## src/rtl/mem_word_byte_bridge.sv

```systemverilog
// Serializes 32-bit word reads/writes into little-endian byte beats on a
// single-port byte memory, gathering read bytes and aborting on a stalled beat.
module mem_word_byte_bridge #(
   parameter int TIMEOUT = 64
) (
   input  logic        clk,
   input  logic        rst_n,
   input  logic        up_read,
   input  logic        up_write,
   input  logic [31:0] up_addr,
   input  logic [31:0] up_wdata,
   input  logic [3:0]  up_wmask,
   output logic [31:0] up_rdata,
   output logic        up_resp,
   output logic        up_err,
   output logic        mem_read,
   output logic        mem_write,
   output logic [31:0] mem_addr,
   output logic [7:0]  mem_wdata,
   input  logic [7:0]  mem_rdata,
   input  logic        mem_resp
);
   localparam int CW = (TIMEOUT > 0) ? $clog2(TIMEOUT + 1) : 1;
   localparam logic [CW-1:0] WAIT_MAX = CW'(TIMEOUT);

   typedef enum logic [2:0] {IDLE, REQ, GAP, DONE, ERR} state_t;

   state_t          state_reg, state_next;
   logic [1:0]      idx_reg;
   logic            op_read_reg;
   logic [31:0]     addr_reg;
   logic [31:0]     wdata_reg;
   logic [3:0]      wmask_reg;
   logic [CW-1:0]   wait_cnt_reg;
   logic [31:0]     rdata_reg;
   logic [31:0]     rdata_next;

   logic accept;
   logic active;
   logic timed_out;
   logic last_beat;

   assign accept    = (state_reg == IDLE) && (up_read || up_write);
   assign active    = op_read_reg || wmask_reg[idx_reg];
   assign timed_out = (TIMEOUT > 0) && (wait_cnt_reg == WAIT_MAX);
   assign last_beat = (idx_reg == 2'd3);

   always_ff @(posedge clk or negedge rst_n) begin
      if (!rst_n) begin
         state_reg <= IDLE;
      end else begin
         state_reg <= state_next;
      end
   end

   always_comb begin
      state_next = state_reg;
      unique case (state_reg)
         IDLE: if (up_read || up_write) state_next = REQ;
         REQ: begin
            if (active) begin
               if (mem_resp)       state_next = GAP;
               else if (timed_out) state_next = ERR;
            end else if (last_beat) begin
               state_next = DONE;
            end
         end
         GAP:     state_next = last_beat ? DONE : REQ;
         DONE:    state_next = IDLE;
         ERR:     state_next = IDLE;
         default: state_next = IDLE;
      endcase
   end

   always_comb begin
      mem_read  = 1'b0;
      mem_write = 1'b0;
      mem_addr  = '0;
      mem_wdata = '0;
      up_resp   = 1'b0;
      up_err    = 1'b0;
      unique case (state_reg)
         REQ: begin
            mem_read  = op_read_reg;
            mem_write = !op_read_reg && wmask_reg[idx_reg];
            if (active) begin
               mem_addr  = addr_reg + {30'd0, idx_reg};
               mem_wdata = wdata_reg[{idx_reg, 3'b000} +: 8];
            end
         end
         DONE:    up_resp = 1'b1;
         ERR:     up_err  = 1'b1;
         default: ;
      endcase
   end

   // Request latches and beat index; both strobes high is treated as a read.
   always_ff @(posedge clk or negedge rst_n) begin
      if (!rst_n) begin
         op_read_reg <= 1'b0;
         addr_reg    <= '0;
         wdata_reg   <= '0;
         wmask_reg   <= '0;
         idx_reg     <= '0;
      end else if (accept) begin
         op_read_reg <= up_read;
         addr_reg    <= up_addr;
         wdata_reg   <= up_wdata;
         wmask_reg   <= up_wmask;
         idx_reg     <= '0;
      end else if (!last_beat &&
                   (((state_reg == REQ) && !active) || (state_reg == GAP))) begin
         idx_reg <= idx_reg + 2'd1;
      end
   end

   // Counts unanswered cycles of the current active beat; zero everywhere else.
   always_ff @(posedge clk or negedge rst_n) begin
      if (!rst_n) begin
         wait_cnt_reg <= '0;
      end else if ((state_reg == REQ) && active && !mem_resp && !timed_out) begin
         wait_cnt_reg <= wait_cnt_reg + CW'(1);
      end else begin
         wait_cnt_reg <= '0;
      end
   end

   genvar gi;
   generate
      for (gi = 0; gi < 4; gi++) begin : g_lane
         assign rdata_next[8*gi +: 8] =
            (accept && up_read) ? 8'h00 :
            ((state_reg == REQ) && op_read_reg && mem_resp && (idx_reg == 2'(gi))) ?
               mem_rdata : rdata_reg[8*gi +: 8];
      end
   endgenerate

   always_ff @(posedge clk or negedge rst_n) begin
      if (!rst_n) begin
         rdata_reg <= '0;
      end else begin
         rdata_reg <= rdata_next;
      end
   end

   assign up_rdata = rdata_reg;

endmodule
```

## config.mk

```make
export PLATFORM = sky130hd
export DESIGN_NAME = mem_word_byte_bridge
export DESIGN_NICKNAME = d
export VERILOG_FILES = /design/src/rtl/mem_word_byte_bridge.sv
export SDC_FILE = /design/constraint.sdc
export NUM_CORES = 1
export LEC_CHECK = 0
export CAP_MARGIN = 20
export CORE_ASPECT_RATIO = 0.5
export CORE_MARGIN = 3
export CORE_UTILIZATION = 40
export CTS_CLUSTER_DIAMETER = 120
export DETAILED_ROUTE_END_ITERATION = 8
export PLACE_DENSITY = 0.68
export REMOVE_ABC_BUFFERS = 1
export SYNTH_ARGS = -nofsm -noshare
export SYNTH_HDL_FRONTEND = slang
export SYNTH_SLANG_ARGS = --single-unit
export TNS_END_PERCENT = 5
```

## constraint.sdc

```tcl
create_clock -name clk -period 4.4 [get_ports clk]
set_input_delay 0.66 -clock clk [delete_from_list [all_inputs] [get_ports clk]]
set_output_delay 0.66 -clock clk [all_outputs]
set_load 0.01 [all_outputs]
```

==> results of run 1 <==
==> cells by family after synthesis <==
| kind of cell | synth area share, % |
|---|---|
| mux | 21.9 |
| compound gates | 6.56 |
| simple gates | 15.4 |
| buf+inv | 2.98 |
| xor+xnor | 2.27 |
| flops | 48.8 |
| fa+ha+maj | 2.07 |
==> worst max-delay path, delay by kind of cell, from the launching register on <==
kind / cells / cell delay, ns
AOI/OAI and AO/OA: 2 / 0.41
adders and majority gates: 1 / 0.35
and+or+nand+nor: 2 / 1.28
DFF: 1 / 0.50
buffers and inverters: 1 / 0.57
==> path summary, 6_finish.rpt <==
kind                                              to  slack (ns)  depth (start not counted)                       from
hold / removal              addr_reg[15]$_DFFE_PN0P_        0.32                          1                      rst_n
hold reg to reg            wait_cnt_reg[0]$_DFF_PN0_        0.49                          1  wait_cnt_reg[0]$_DFF_PN0_
setup / recovery                        mem_addr[17]        0.22                          6     idx_reg[1]$_DFFE_PN0P_
min in group clk           wait_cnt_reg[0]$_DFF_PN0_        0.49                          1  wait_cnt_reg[0]$_DFF_PN0_
max in group asynchronous  wdata_reg[20]$_DFFE_PN0P_        3.14                          2                      rst_n
setup reg to reg            state_reg[2]$_DFFE_PN0P_        2.03                          5     idx_reg[1]$_DFFE_PN0P_
==> per-stage QoR <==
step / cell area (sq um) / util (%)
floorplan: 5670 / -
global placement: 7530 / 54.4
detailed placement: 7530 / 54.4
CTS: 8150 / 58.8
global route: 8150 / 58.8
finish: 8150 / 58.8
==> power by group <==
group	switching, mW	leakage, nW	internal [mW]
clock network	0.522	0.302	0.914
logic	1.16	1.78	1.43
registers	0.397	1.41	1.47
total	2.07	3.49	3.82
==> per-layer routing <==
layer,track usage [%],part of all wire [%],wire length (microns),vias up
met4,5.79,1.2,176,0
li1,-,-,-,2162
met3,5.39,6.0,899,18
met1,23.5,44,6590,2245
met5,0,0,0,-
met2,32.4,49,7340,133
==> cells in the mapped netlist (3+ instances only) <==
cell        n
mux2i_1    36
nor3_1      4
nand4_1     9
buf_1       5
o21ai_0     6
clkbuf_1   21
ha_1        8
buf_2       6
o21a_1      6
o31ai_1    12
nand2b_1    3
and2_1     14
inv_1      12
and3_1      5
o31a_1      3
or4_1      12
nand3_1    17
nor4_1      7
a21oi_1    15
mux2_2     65
xor2_1     11
dfrtp_1   113
nor2_1     54
or3_1       4
and4_1      6
mux4_2      8
xnor2_1     4
nand2_1    18
==> cell type report <==
| cell class | instances | area [sq um] |
|---|---|---|
| repair buffers | 163 | 1610 |
| inverters | 12 | 45.0 |
| flip-flops and latches | 113 | 2830 |
| well taps | 192 | 240 |
| fillers | 1147 | 5700 |
| clock inverters | 14 | 178 |
| multi-input cells | 353 | 2810 |
| clock buffers | 18 | 439 |
==> results.sh, run 1 <==
export IMPL_final_nets=750
export IMPL_tightest_slew_ns=1.03
export IMPL_netlist_area_sq_um=5800
export IMPL_track_usage_pct=19.0
export IMPL_hpwl_microns=10200
export IMPL_final_setup_viol_count=0
export IMPL_antenna_cells=0
export IMPL_synth_top_cell_by_area="dfrtp_1"
export IMPL_hold_class="input port to asynchronous set/reset pin"
export IMPL_rsz0062_at_grt="false"
export IMPL_drt_iter0_drc=224
export IMPL_hold_slack_ns=0.316
export IMPL_grt_overflow_total=0
export IMPL_synth_top_cell_area_share_pct=48.8
export IMPL_synth_edff_count=0
export IMPL_drv_cap=0
export IMPL_synthCells=510
export IMPL_period_share_pct=95.0
export IMPL_ys_seq_area_share_pct=48.8
export IMPL_synth_main_ff_cell="dfrtp_1"
export IMPL_wirelength_microns=15000
export IMPL_syn_to_final_growth_pct=40.5
export IMPL_setup_tns_ns=0
export IMPL_hold_viol_final=0
export IMPL_grt_antenna_before_repair=0
export IMPL_critPathLaunchType="flip-flop"
export IMPL_peakVddDrop_uv=320
export IMPL_max_freq_ghz=0.239
export IMPL_pin_count=157
export IMPL_grt_pass1_wl_microns=24200
export IMPL_viasPerCell=5.27
export IMPL_clockBufferDepth=2
export IMPL_dr_pass1_iters=4
export IMPL_worstSetupPathType="flip-flop to primary output"
export IMPL_gp_congestion=0.846
export IMPL_critPathMaxStageDelay_ns=0.69
export IMPL_layout_cells_non_filler=865
export IMPL_avgRoutedWirePerCell_microns=17.3
export IMPL_rows=30
export IMPL_core_area_sq_um=13900
export IMPL_clock_sinks=113
export IMPL_clk_pin_slew_ns=0.06
export IMPL_layout_commonest_cell="clkdlybuf4s50_1"
export IMPL_dp_cells=833
export IMPL_postCtsSetupBuffers=0
export IMPL_synth_warnings=0
export IMPL_relSlewSlack_pct=31.5
export IMPL_worstSetupEndpointType="primary output"
export IMPL_p_total_mw=5.89
export IMPL_cp_max_fo=18
export IMPL_tritoncts="built"
export IMPL_synth_cell_types=50
export IMPL_powerDensity_nw_per_um2=723
export IMPL_die_w_microns=176
export IMPL_die_area_sq_um=16100
export IMPL_status="finished clean"
export IMPL_total_leakage_power_nw=3.49
export IMPL_synth_area_leaders="dfrtp_1 (49%), mux2_2 (13%), mux2i_1 (6.2%), nor2_1 (3.5%), mux4_2 (3.1%)"
export IMPL_fin_crit_ns=4.18
export IMPL_ys_ff_latch=113
export IMPL_vias=4558
export IMPL_grt_pass1_vias=4728
export IMPL_start_util_pct=41.9
export IMPL_crit_required_ns=3.74
export IMPL_crit_slowest_cell="or4_1"
export IMPL_clk_insertion_delay_late_ns=0.41
export IMPL_grt_max_degree=77
export IMPL_final_cell_mix="clkdlybuf4s50_1 (155), dfrtp_1 (113), mux2_2 (65), nor2_1 (54), mux2i_1 (36)"
export IMPL_fin_ws_ns=0.218
export IMPL_drive_gt1_share_pct=17.8
export IMPL_crit_chain="ha_1 -> a21o_1 -> nand3_1 -> or4_1 -> a21oi_1 -> clkdlybuf4s50_1"
export IMPL_cts_resized=0
export IMPL_synthArstFlopShare_pct=100
export IMPL_dp_slack_ns=0.678
export IMPL_cts_made_buffers=17
export IMPL_cts_root_buf="clkbuf_16"
export IMPL_die_h_microns=91.1
export IMPL_h_tree_depth=4
export IMPL_drcViolationCount=0
export IMPL_synth_avg_cell_area_sq_um=11.4
export IMPL_hold_buffers=0
export IMPL_ant_nets=0
export IMPL_maxSlewViolCount=0
export IMPL_port_buffers=156
export IMPL_cp_arrival_ns=3.52
export IMPL_final_setup_skew_ns=0.0166
(Power assumes the default switching activity.)
==> run 2: changes to the inputs <==
CAP_MARGIN = default   (was 20)
==> results of run 2 <==
No change in the layout: final DEF, timing and power equal those of run 1.
